==> src/rtl/controlador_contagem_5bits_pkg.sv <==
// Shared definitions for the countdown sequencing controller and its bench.
// State codes are the values reported on the controller's `state` output.
package controlador_contagem_5bits_pkg;

    localparam int STATE_W = 2;

    typedef enum logic [STATE_W-1:0] {
        S_IDLE  = 2'd0,
        S_RUN   = 2'd1,
        S_PAUSE = 2'd2,
        S_DONE  = 2'd3
    } state_t;

endpackage

==> src/rtl/controlador_contagem_5bits_contador.sv <==
// WIDTH-bit down counter with synchronous clear, load and enable.
// is_one flags the last step before reaching zero.
module contador_carga_5bits #(
    parameter int WIDTH = 5
) (
    input  logic             clk,
    input  logic             clear,
    input  logic             load,
    input  logic             en,
    input  logic [WIDTH-1:0] load_val,
    output logic [WIDTH-1:0] count,
    output logic             is_one
);

    logic [WIDTH-1:0] count_q;
    logic [WIDTH-1:0] count_d;

    // Priority: clear > load > enable.
    always_comb begin
        count_d = count_q;
        if (clear) begin
            count_d = '0;
        end else if (load) begin
            count_d = load_val;
        end else if (en) begin
            count_d = count_q - 1'b1;
        end
    end

    always_ff @(posedge clk) begin
        count_q <= count_d;
    end

    assign count  = count_q;
    assign is_one = (count_q == {{(WIDTH-1){1'b0}}, 1'b1});

endmodule

==> src/rtl/controlador_contagem_5bits.sv <==
// Sequencing controller for the 5-bit down counter: prescaled decrement,
// pause/abort, done/ack handshake and optional auto-reload.
module controlador_contagem_5bits
    import controlador_contagem_5bits_pkg::*;
#(
    parameter int WIDTH        = 5,
    parameter int PRESC_W      = 4,
    parameter int DEFAULT_LOAD = 16
) (
    input  logic               clk,
    input  logic               clear,
    input  logic               start,
    input  logic               pause,
    input  logic               abort,
    input  logic               ack,
    input  logic               auto_reload,
    input  logic [WIDTH-1:0]   reload_val,
    input  logic [PRESC_W-1:0] prescale,
    output logic [WIDTH-1:0]   count,
    output logic               busy,
    output logic               done,
    output logic [STATE_W-1:0] state
);

    localparam logic [WIDTH-1:0] DEF_LOAD = WIDTH'(DEFAULT_LOAD);

    state_t             state_q, state_d;
    logic [PRESC_W-1:0] presc_q, presc_d;
    logic               cnt_clr, cnt_load, cnt_en, cnt_is_one;
    logic [WIDTH-1:0]   eff_val;
    logic               tick;

    assign eff_val = (reload_val == '0) ? DEF_LOAD : reload_val;
    // >= keeps the prescaler from running past a prescale value lowered mid-count.
    assign tick    = (presc_q >= prescale);

    always_comb begin
        state_d  = state_q;
        presc_d  = presc_q;
        cnt_clr  = 1'b0;
        cnt_load = 1'b0;
        cnt_en   = 1'b0;
        unique case (state_q)
            S_IDLE: begin
                if (start) begin
                    state_d  = S_RUN;
                    presc_d  = '0;
                    cnt_load = 1'b1;
                end
            end
            S_RUN, S_PAUSE: begin
                if (abort) begin
                    state_d = S_IDLE;
                    presc_d = '0;
                    cnt_clr = 1'b1;
                end else if (pause) begin
                    state_d = S_PAUSE;
                end else if (tick) begin
                    // Leaving PAUSE counts as a RUN edge so each pause cycle costs exactly one cycle.
                    presc_d = '0;
                    cnt_en  = 1'b1;
                    state_d = cnt_is_one ? S_DONE : S_RUN;
                end else begin
                    presc_d = presc_q + 1'b1;
                    state_d = S_RUN;
                end
            end
            S_DONE: begin
                if (abort) begin
                    state_d = S_IDLE;
                    presc_d = '0;
                    cnt_clr = 1'b1;
                end else if (start || auto_reload) begin
                    state_d  = S_RUN;
                    presc_d  = '0;
                    cnt_load = 1'b1;
                end else if (ack) begin
                    state_d = S_IDLE;
                end
            end
            default: state_d = S_IDLE;
        endcase
    end

    always_ff @(posedge clk) begin
        if (clear) begin
            state_q <= S_IDLE;
            presc_q <= '0;
        end else begin
            state_q <= state_d;
            presc_q <= presc_d;
        end
    end

    contador_carga_5bits #(
        .WIDTH(WIDTH)
    ) u_contador (
        .clk     (clk),
        .clear   (clear | cnt_clr),
        .load    (cnt_load),
        .en      (cnt_en),
        .load_val(eff_val),
        .count   (count),
        .is_one  (cnt_is_one)
    );

    assign state = state_q;
    assign busy  = (state_q == S_RUN) || (state_q == S_PAUSE);
    assign done  = (state_q == S_DONE);

endmodule

==> config.mk <==
export PLATFORM = sky130hd
export DESIGN_NAME = controlador_contagem_5bits
export DESIGN_NICKNAME = d
export VERILOG_FILES = /design/src/rtl/controlador_contagem_5bits_pkg.sv /design/src/rtl/controlador_contagem_5bits_contador.sv /design/src/rtl/controlador_contagem_5bits.sv
export SDC_FILE = /design/constraint.sdc
export NUM_CORES = 1
export LEC_CHECK = 0
export BUFFER_PORTS_ARGS = -buffer_cell sky130_fd_sc_hd__buf_2
export CAP_MARGIN = 20
export CORE_AREA = 2 2 48 68
export CTS_CLUSTER_SIZE = 14
export DETAILED_ROUTE_END_ITERATION = 8
export DIE_AREA = 0 0 50 70
export PLACE_DENSITY_LB_ADDON = 0.25
export SLEW_MARGIN = 20
export SYNTH_ARGS = -nofsm -noshare
export SYNTH_HDL_FRONTEND = slang
export SYNTH_HIERARCHICAL = 1
export SYNTH_SLANG_ARGS = --single-unit
==> constraint.sdc <==
create_clock -name clk -period 2.8 [get_ports clk]
set_clock_uncertainty 0.2 [all_clocks]
set_input_delay 0.14 -clock clk [delete_from_list [all_inputs] [get_ports clk]]
set_output_delay 0.14 -clock clk [all_outputs]
set_load 0.03 [all_outputs]
# Word level (Yosys, flattened, before mapping)
# Cells that the tools add are included.
[totals] ff_bits=11 in_bits=16 word_cells=53
[op_classes] order_cmp=1 addsub=2 muxes=29 n_eq_ne=8 n_reduce_logical=9 bitwise_logic=1
[op_table] operator="$mux 4" n=6
[op_table] operator="$mux 2" n=8
[op_table] operator="$mux 5" n=3
[op_table] operator="$pmux 4 s3" n=1
[op_table] operator="$mux 1" n=9
[op_table] operator="$pmux 2 s3" n=1
[op_table] operator="$eq 5x1->1 const B" n=1
[op_table] operator="$logic_not 5->1" n=1
[op_table] operator="$sub 5x1->5 const B" n=1
[op_table] operator="$add 4x1->4 const B" n=1
[op_table] operator="$eq 2x2->1 const B" n=2
[op_table] operator="$ge 4x4->1" n=1
[op_table] operator="$ne 4x3->1 const B" n=1
[op_table] operator="$ne 3x2->1 const B" n=1
[op_table] operator="$ne 3x3->1 const B" n=1
[op_table] operator="$reduce_and 3->1" n=1
[op_table] operator="$reduce_or 3->1" n=1
[op_table] operator="$eq 2x1->1 const B" n=1
[op_table] operator="$logic_not 2->1" n=1
[op_table] operator="$logic_or 1x1->1" n=2
[op_table] operator="$ne 2x2->1 const B" n=1
[op_table] operator="$pmux 1 s2" n=1
[op_table] operator="$reduce_and 2->1" n=1
[op_table] operator="$reduce_bool 2->1" n=1
[op_table] operator="2 further kinds" n=2

# Longest topological paths before layout
# Gate-level depths: netlist of run 1.
[logic_depth] depth_word=7 depth_mapped=8

# Hierarchy
# Netlist of run 1, hierarchy kept.
[modules_own_cells] mod="controlador_contagem_5bits" cells_per_inst=71 instances=1 area_per_inst_um2=551.8 seq_area_each_um2=120.1
[modules_own_cells] mod="contador_carga_5bits" cells_per_inst=33 instances=1 area_per_inst_um2=294.0 seq_area_each_um2=100.1

# Least setup slack after synthesis of run 1
# Ideal clock, no wire load.
[synth_path] path_kind="reg-to-reg" from="reg state_q[0], in the netlist state[0]" to="reg u_contador.count_q[4], in the netlist u_contador/count[4]" setup_ns=0.120 t_arrival_ns=2.175 synth_period_minus_slack_ns=2.495 path_slack_ns=0.305 n_path_buf=0 stages_incl_launch_ff=9 path_cell_list="dfxtp_1 inv_1 ha_1 nand2b_1 nor2_1 and2_1 nand2_2 o31a_1 o31a_1"
[synth_between] elab_chain_cells=4
[synth_lines] item="start: declaration" line_no="controlador_contagem_5bits.sv:27" text="state_t state_q, state_d;"
[synth_lines] item="start signal: assignment" line_no="controlador_contagem_5bits.sv:90" text="state_q <= state_d;"
[synth_lines] item="$eq 2x1->1 / $eq 2x2->1 (equally long branches)" line_no="controlador_contagem_5bits.sv:43" text="unique case (state_q)"
[synth_lines] item="$reduce_or 2->1 (*)" line_no="controlador_contagem_5bits.sv:43"
[synth_lines] item="$mux 1 (*)" line_no="controlador_contagem_5bits.sv:43"
[synth_lines] item="net cnt_en" line_no="controlador_contagem_5bits.sv:29" text="logic cnt_clr, cnt_load, cnt_en, cnt_is_one;"
[synth_lines] item="$reduce_bool 2->1 (no source line) (*)"
[synth_lines] item="end signal: assignment" line_no="controlador_contagem_5bits_contador.sv:31" text="count_q <= count_d;"
[synth_lines] item="end: declaration" line_no="controlador_contagem_5bits_contador.sv:15" text="logic [WIDTH-1:0] count_q;"
# Mark *: on every way through the listed nets, which the timed path passes. The rest lies on a longest branch.
# A chain may end at the register's enable or synchronous reset.

# Worst setup path in the final report of run 1
[layout_path] from="reg presc_q[0]" to="reg u_contador.count_q[4], in the netlist u_contador/count[4]"
[layout_between] elab_chain_cells=6
[layout_lines] item="start: declaration" line_no="controlador_contagem_5bits.sv:28" text="logic [PRESC_W-1:0] presc_q, presc_d;"
[layout_lines] item="start signal: assignment" line_no="controlador_contagem_5bits.sv:91" text="presc_q <= presc_d;"
[layout_lines] item="$ge 4x4->1" line_no="controlador_contagem_5bits.sv:35" text="assign tick = (presc_q >= prescale);"
[layout_lines] item="$mux 1" line_no="controlador_contagem_5bits.sv:58" text="end else if (tick) begin"
[layout_lines] item="$mux 1" line_no="controlador_contagem_5bits.sv:56" text="end else if (pause) begin"
[layout_lines] item="$mux 1" line_no="controlador_contagem_5bits.sv:52" text="if (abort) begin"
[layout_lines] item="$mux 1" line_no="controlador_contagem_5bits.sv:43"
[layout_lines] item="net cnt_en" line_no="controlador_contagem_5bits.sv:29"
[layout_lines] item="$reduce_bool 2->1 (no source line)"
# The timed path passes the listed nets, and every way through them passes these cells.

==> results of run 1 <==
## logic make-up (layout without fill, tap and decap cells)
| group | Yosys count | after routing | synth area share |
|---|---|---|---|
| xor+xnor | 3 | 3 | 0.0311 |
| flops | 11 | 11 | 0.260 |
| buf+inv | 22 | 49 | 0.0976 |
| fa+ha+maj | 10 | 10 | 0.148 |
| simple gates | 30 | 30 | 0.223 |
| mux | 1 | 1 | 0.0118 |
| compound gates | 27 | 27 | 0.228 |
## Yosys cell counts
| master | n | share of area |
|---|---|---|
| o211ai_2 | 1 | 0.015 |
| or4_1 | 2 | 0.018 |
| mux2i_1 | 1 | 0.012 |
| a211o_2 | 1 | 0.012 |
| o41ai_1 | 1 | 0.010 |
| nor4_1 | 3 | 0.022 |
| nand2_1 | 5 | 0.022 |
| or2_2 | 1 | 0.0074 |
| nand3_1 | 3 | 0.018 |
| o31ai_1 | 1 | 0.0089 |
| nand2b_1 | 2 | 0.015 |
| o211ai_1 | 3 | 0.027 |
| a211oi_1 | 1 | 0.0089 |
| ha_1 | 10 | 0.15 |
| nor4b_1 | 3 | 0.031 |
| nand2_2 | 1 | 0.0074 |
| inv_1 | 17 | 0.075 |
| nor2_1 | 6 | 0.027 |
| a21oi_1 | 8 | 0.047 |
| a31o_1 | 2 | 0.021 |
| or4b_4 | 1 | 0.016 |
| o21a_1 | 2 | 0.018 |
| nor4b_2 | 1 | 0.018 |
| o21bai_1 | 2 | 0.018 |
| nor3b_2 | 1 | 0.015 |
| dfxtp_1 | 11 | 0.26 |
| o21ai_1 | 1 | 0.0059 |
| clkbuf_1 | 5 | 0.022 |
| o21ai_0 | 1 | 0.0059 |
| a311oi_1 | 1 | 0.010 |
| and2_1 | 1 | 0.0074 |
| xnor2_1 | 1 | 0.010 |
| xor2_1 | 2 | 0.021 |
| o31a_1 | 2 | 0.021 |
## sequential cells by signal (all words and copies together) (netlist names)
register	count
u_contador/count	5
presc_q	4
state	2
## cell usage in the layout (no fill, tap or decap), drive strengths merged, types with 2 or more instances in the layout
master,n
a21oi,8
a31o,2
buf,25
clkbuf,4
dfxtp,11
dlygate4sd3,3
ha,10
inv,17
nand2,6
nand2b,2
nand3,3
nor2,6
nor4,3
nor4b,4
o211ai,4
o21a,2
o21ai,2
o21bai,2
o31a,2
or4,2
xor2,2
## metal layers
| layer | wire length (um) | share of wire | up-vias |
|---|---|---|---|
| met3 | 56 | 0.028 | 2 |
| met1 | 803 | 0.40 | 365 |
| met4 | 9 | 0.0045 | 0 |
| met2 | 1140 | 0.57 | 16 |
| met5 | 0 | 0 | - |
| li1 | - | - | 421 |
## power by group
part | switching, uW | internal [uW] | total (uW)
registers | 11.7 | 166 | 178
clock network | 58.8 | 99.9 | 159
logic | 70.6 | 47.8 | 118
## worst min-delay path by stage
stage,startpoint,endpoint,slack [ns],cells after the start
global placement,reload_val[0],u_contador/count[0],0.20,3
CTS,reload_val[3],u_contador/count[3],0.03,4
detailed placement,reload_val[1],u_contador/count[1],0.21,3
global route,reload_val[3],u_contador/count[3],0.06,4
finish,reload_val[3],u_contador/count[3],0.04,4
floorplan,clear,presc_q[0],0.009,1
## through the flow
| step | total power, uW | util |
|---|---|---|
| after floorplan | 257 | - |
| after global placement | 294 | 0.338 |
| after CTS | 463 | 0.363 |
| after global routing | 485 | 0.363 |
| final | 455 | 0.363 |
| after detailed placement | 296 | 0.338 |
## repair_timing
item | in CTS | in global routing
endpoints found under the hold margin | 5 | 0
hold buffers | 3 | 0
buffers inserted | 0 | 0
endpoints found under the setup margin | 0 | 0
## final cells by class
type | count | area (um^2) | area share
multi-input cells | 71 | 543 | 0.503
flip-flops and latches | 11 | 220 | 0.204
repair buffers | 28 | 158 | 0.146
inverters | 17 | 63.8 | 0.0592
well taps | 39 | 48.8 | 0.0452
clock buffers | 4 | 45.0 | 0.0418
## worst max-delay path: cells and delay by family (launching register included)
family / cells / cell delay, ns
AO/OA/AOI/OAI: 3 / 0.85
AND/OR/NAND/NOR: 3 / 0.47
flip-flops: 1 / 0.38
adder cells (fa/ha/maj): 1 / 0.28
buffers and inverters: 1 / 0.06
==> results.toml, run 1 <==
[placement]
io_buffers = 24
place_congestion = 0.856
placed_area_um2 = 1000
preCtsSetupSlack_ns = 0.481
dp.cells = 163
place_hpwl_um = 1550

[sta]
whs_ns = 0.0397
setup_viol = 0
fin_ws_ns = 0.447
tightest_slew_ns = 0.659
finalHoldViolations = 0
min_period_over_period = 0.840
fmax_mhz = 425
slew_viol_final = 0
fin_crit_ns = 2.35
relSlewSlack = 0.556
fin_tns_setup_ns = 0
rsz0062_at_grt = "no"

[critical_path]
crit_slowest_cell = "dfxtp_1"
cp_max_fo = 7
cp_common_cell = "o31a_1"
required_ns = 2.72
rrSetupSlack_ns = 0.45
crit_type = "register to register"
r2r_end = "u_contador/count[4]"
worstPathArrival_ns = 2.27
crit_chain = "inv_1 > ha_1 > nor3b_2 > o21ai_1 > and2_1 > nand2_2 > o31a_1 > o31a_1"
start_kind = "register"
cp_slowest_stage_delay_ns = 0.38
reg2regPathDepth = 8
crit_start = "presc_q[0]"
cp-end-kind = "register"
r2r_start = "presc_q[0]"
crit_end = "u_contador/count[4]"

[clock_network]
clock-sinks = 11
cts_max_level = 1
cts_tree = "built"
cts_resized = 0
clock_insertion_delay_worst_skew_ns = 0.23
cts-root-buf = "clkbuf_8"
cts.path.max_buffers = 2
numCtsBuffers = 3
path_clk_slew_ns = 0.05

[floorplan]
rows = 24
coreArea_um2 = 2970
die_w_um = 50
ios = 25
fp.dieH_um = 70
initial_utilization = 0.285
die-area_um2 = 3500

[final_layout]
instances_no_fill = 170
fillers = 308
drive_above_1_share = 0.267
diodes = 0
final_area_um2 = 1080
final_nets = 158
synthToLayoutAreaGrowth_pct = 27.5

[synthesis]
synth.distinct_cells = 34
synth.ff_latch_count = 11
syn-cell-area_um2 = 846
yosys_warnings = 6
avgSynthCellArea_um2 = 8.13
syn_nets = 130
seq_area_frac_synth = 0.260
syn-instance-count = 104

[global_route]
use_met2 = 0.230
grt_overflow = 0
antenna_found_initial = 0
grt_max_degree = 10
grt_usage = 0.124
grt_pass1_wl_um = 3410
grt_pass1_vias = 835
use_met1 = 0.127
met3_usage = 0.0214
grt_busiest_layer = "met2"

[run_status]
status = "complete, no violations"

[power_and_ir_drop]
p_leak_uw = 0.000494
ir_drop_mv = 0.251
pwr_density_cell_nw_per_um2 = 422

[routing]
dr.pass1.iters = 4
drtIter0Drc = 16
drtAntennaViolNets = 0
wl_per_cell_um = 11.8
vias_per_cell = 4.73
num_vias = 804
drc = 0
wirelength_um = 2010

[min_path]
hp-class = "input port to register"

[flow_run]
drv_cap = 0
Power figures use the tool's default switching activity.
==> run 2: changes to the inputs <==
clock period = 2.1 ns   (was 2.8 ns; I/O delays follow)
==> run 2 against run 1 <==
  * Clock-buffer cell count unchanged
  * Final cell count rose by 1.8%
  * Sequential power increased by 33%
  * Core utilization grew 1.6 points
  * Non-clock buffer count is 3 higher
  * Critical path depth shrank 1
  * Total power rose by 36%
  * First-iteration DRC count shrank 50%
  * Register-to-register slack worse by 0.37 ns
  * Routed wire length up 0.70%
  * Critical endpoint is now presc_q[0]
  * Highest routed layer unchanged
==> results.toml, run 2 (same netlist as run 1, synthesis figures left out) <==
[placement]
io_buffers = 24
placed_area_um2 = 1050
preCtsSetupSlack_ns = 0.0444
place_congestion = 0.825
place_hpwl_um = 1620

[global_route]
grt_usage = 0.132
grt_pass1_wl_um = 3610
grt_max_degree = 10
antenna_found_initial = 0
grt_overflow = 0
grt_pass1_vias = 861

[clock_network]
clock-sinks = 11
cts_tree = "built"
path_clk_slew_ns = 0.05
numCtsBuffers = 3
cts-root-buf = "clkbuf_8"
clock_insertion_delay_worst_skew_ns = 0.24
cts_max_level = 1
cts.path.max_buffers = 2

[final_layout]
largest_register_ffs = 5
synthToLayoutAreaGrowth_pct = 33.3
diodes = 0
final_nets = 161
drive_above_1_share = 0.328
final_area_um2 = 1130
layout_common_cells = "buf_2 (24), inv_1 (17), ha_1 (9)"
mostFrequentLayoutCell = "buf_2"

[floorplan]
fp.dieH_um = 70
die_w_um = 50
rows = 24
coreArea_um2 = 2970
die-area_um2 = 3500
initial_utilization = 0.285
ios = 25

[critical_path]
required_ns = 2.06
rrSetupSlack_ns = 0.08
worstPathArrival_ns = 1.99
crit_type = "register to register"
cp_max_fo = 6
start_kind = "register"
reg2regPathDepth = 7
cp-end-kind = "register"

[sta]
setup_viol = 0
relSlewSlack = 0.798
fmax_mhz = 494
slew_viol_final = 0
tightest_slew_ns = 0.298
rsz0062_at_grt = "no"
fin_tns_setup_ns = 0
fin_crit_ns = 2.02
fin_ws_ns = 0.0760
finalHoldViolations = 0
min_period_over_period = 0.964
whs_ns = 0.00929

[routing]
num_vias = 853
drc = 0
wirelength_um = 2020
drtAntennaViolNets = 0
drtIter0Drc = 8
wl_per_cell_um = 11.7
vias_per_cell = 4.93
dr.pass1.iters = 4

[min_path]
hp-class = "input port to register"
whs_path_depth = 4

[power_and_ir_drop]
p_leak_uw = 0.000512
ir_drop_mv = 0.406
pwr_density_cell_nw_per_um2 = 548
total_power_uw = 618

[run_status]
status = "complete, no violations"

[flow_run]
drv_cap = 0
==> run 2: final timing paths <==
check | to | startpoint
max reg2reg | presc_q[0] | presc_q[0]
min | u_contador/count[3] | reload_val[3]
max | presc_q[0] | presc_q[0]
min reg2reg | presc_q[0] | presc_q[0]
==> run 2: metal layers <==
metal | GRT usage | up-vias | routed length, um | part of all wire
met2 | 0.235 | 23 | 1080 | 0.54
li1 | - | 428 | - | -
met3 | 0.0256 | 5 | 72 | 0.036
met4 | 0.0710 | 0 | 44 | 0.022
met5 | 0 | - | 0 | 0
met1 | 0.141 | 397 | 821 | 0.41
==> run 2: timing repair <==
| item | CTS | global route |
|---|---|---|
| hold endpoints to repair | 6 | 0 |
| setup buffers | 0 | 0 |
| resized for setup | 0 | 2 |
| setup endpoints to repair | 0 | 4 |
| hold buffers | 3 | 0 |
==> run 2: final cells by class <==
type	instances	area, um^2
inverters	17	63.8
flip-flops and latches	11	229
clock buffers	4	45.0
repair buffers	31	180
multi-input cells	71	561
fillers	321	1850
well taps	39	48.8
==> run 2: report_power, final <==
| group | switching (uW) | total [uW] | internal (uW) | leakage, uW |
|---|---|---|---|---|
| logic | 96.1 | 169 | 72.8 | 0.000398 |
| clock network | 78.6 | 212 | 133 | 0.0000228 |
| registers | 16.1 | 237 | 221 | 0.0000915 |
| total | 191 | 618 | 427 | 0.000512 |
==> run 2: stage by stage <==
stage | utilization | instances
after global placement | 0.353 | 166
after floorplan | - | 104
after CTS | 0.378 | 173
after detailed placement | 0.353 | 166
final | 0.379 | 173
after global routing | 0.379 | 173
==> run 2: critical path, stage by stage, from the launching register on <==
cell     delay, ns
dfxtp_2       0.35
inv_1         0.05
ha_1          0.27
nor3b_2       0.18
o21ai_1       0.11
buf_4         0.16
or4_1         0.49
a21oi_1       0.14
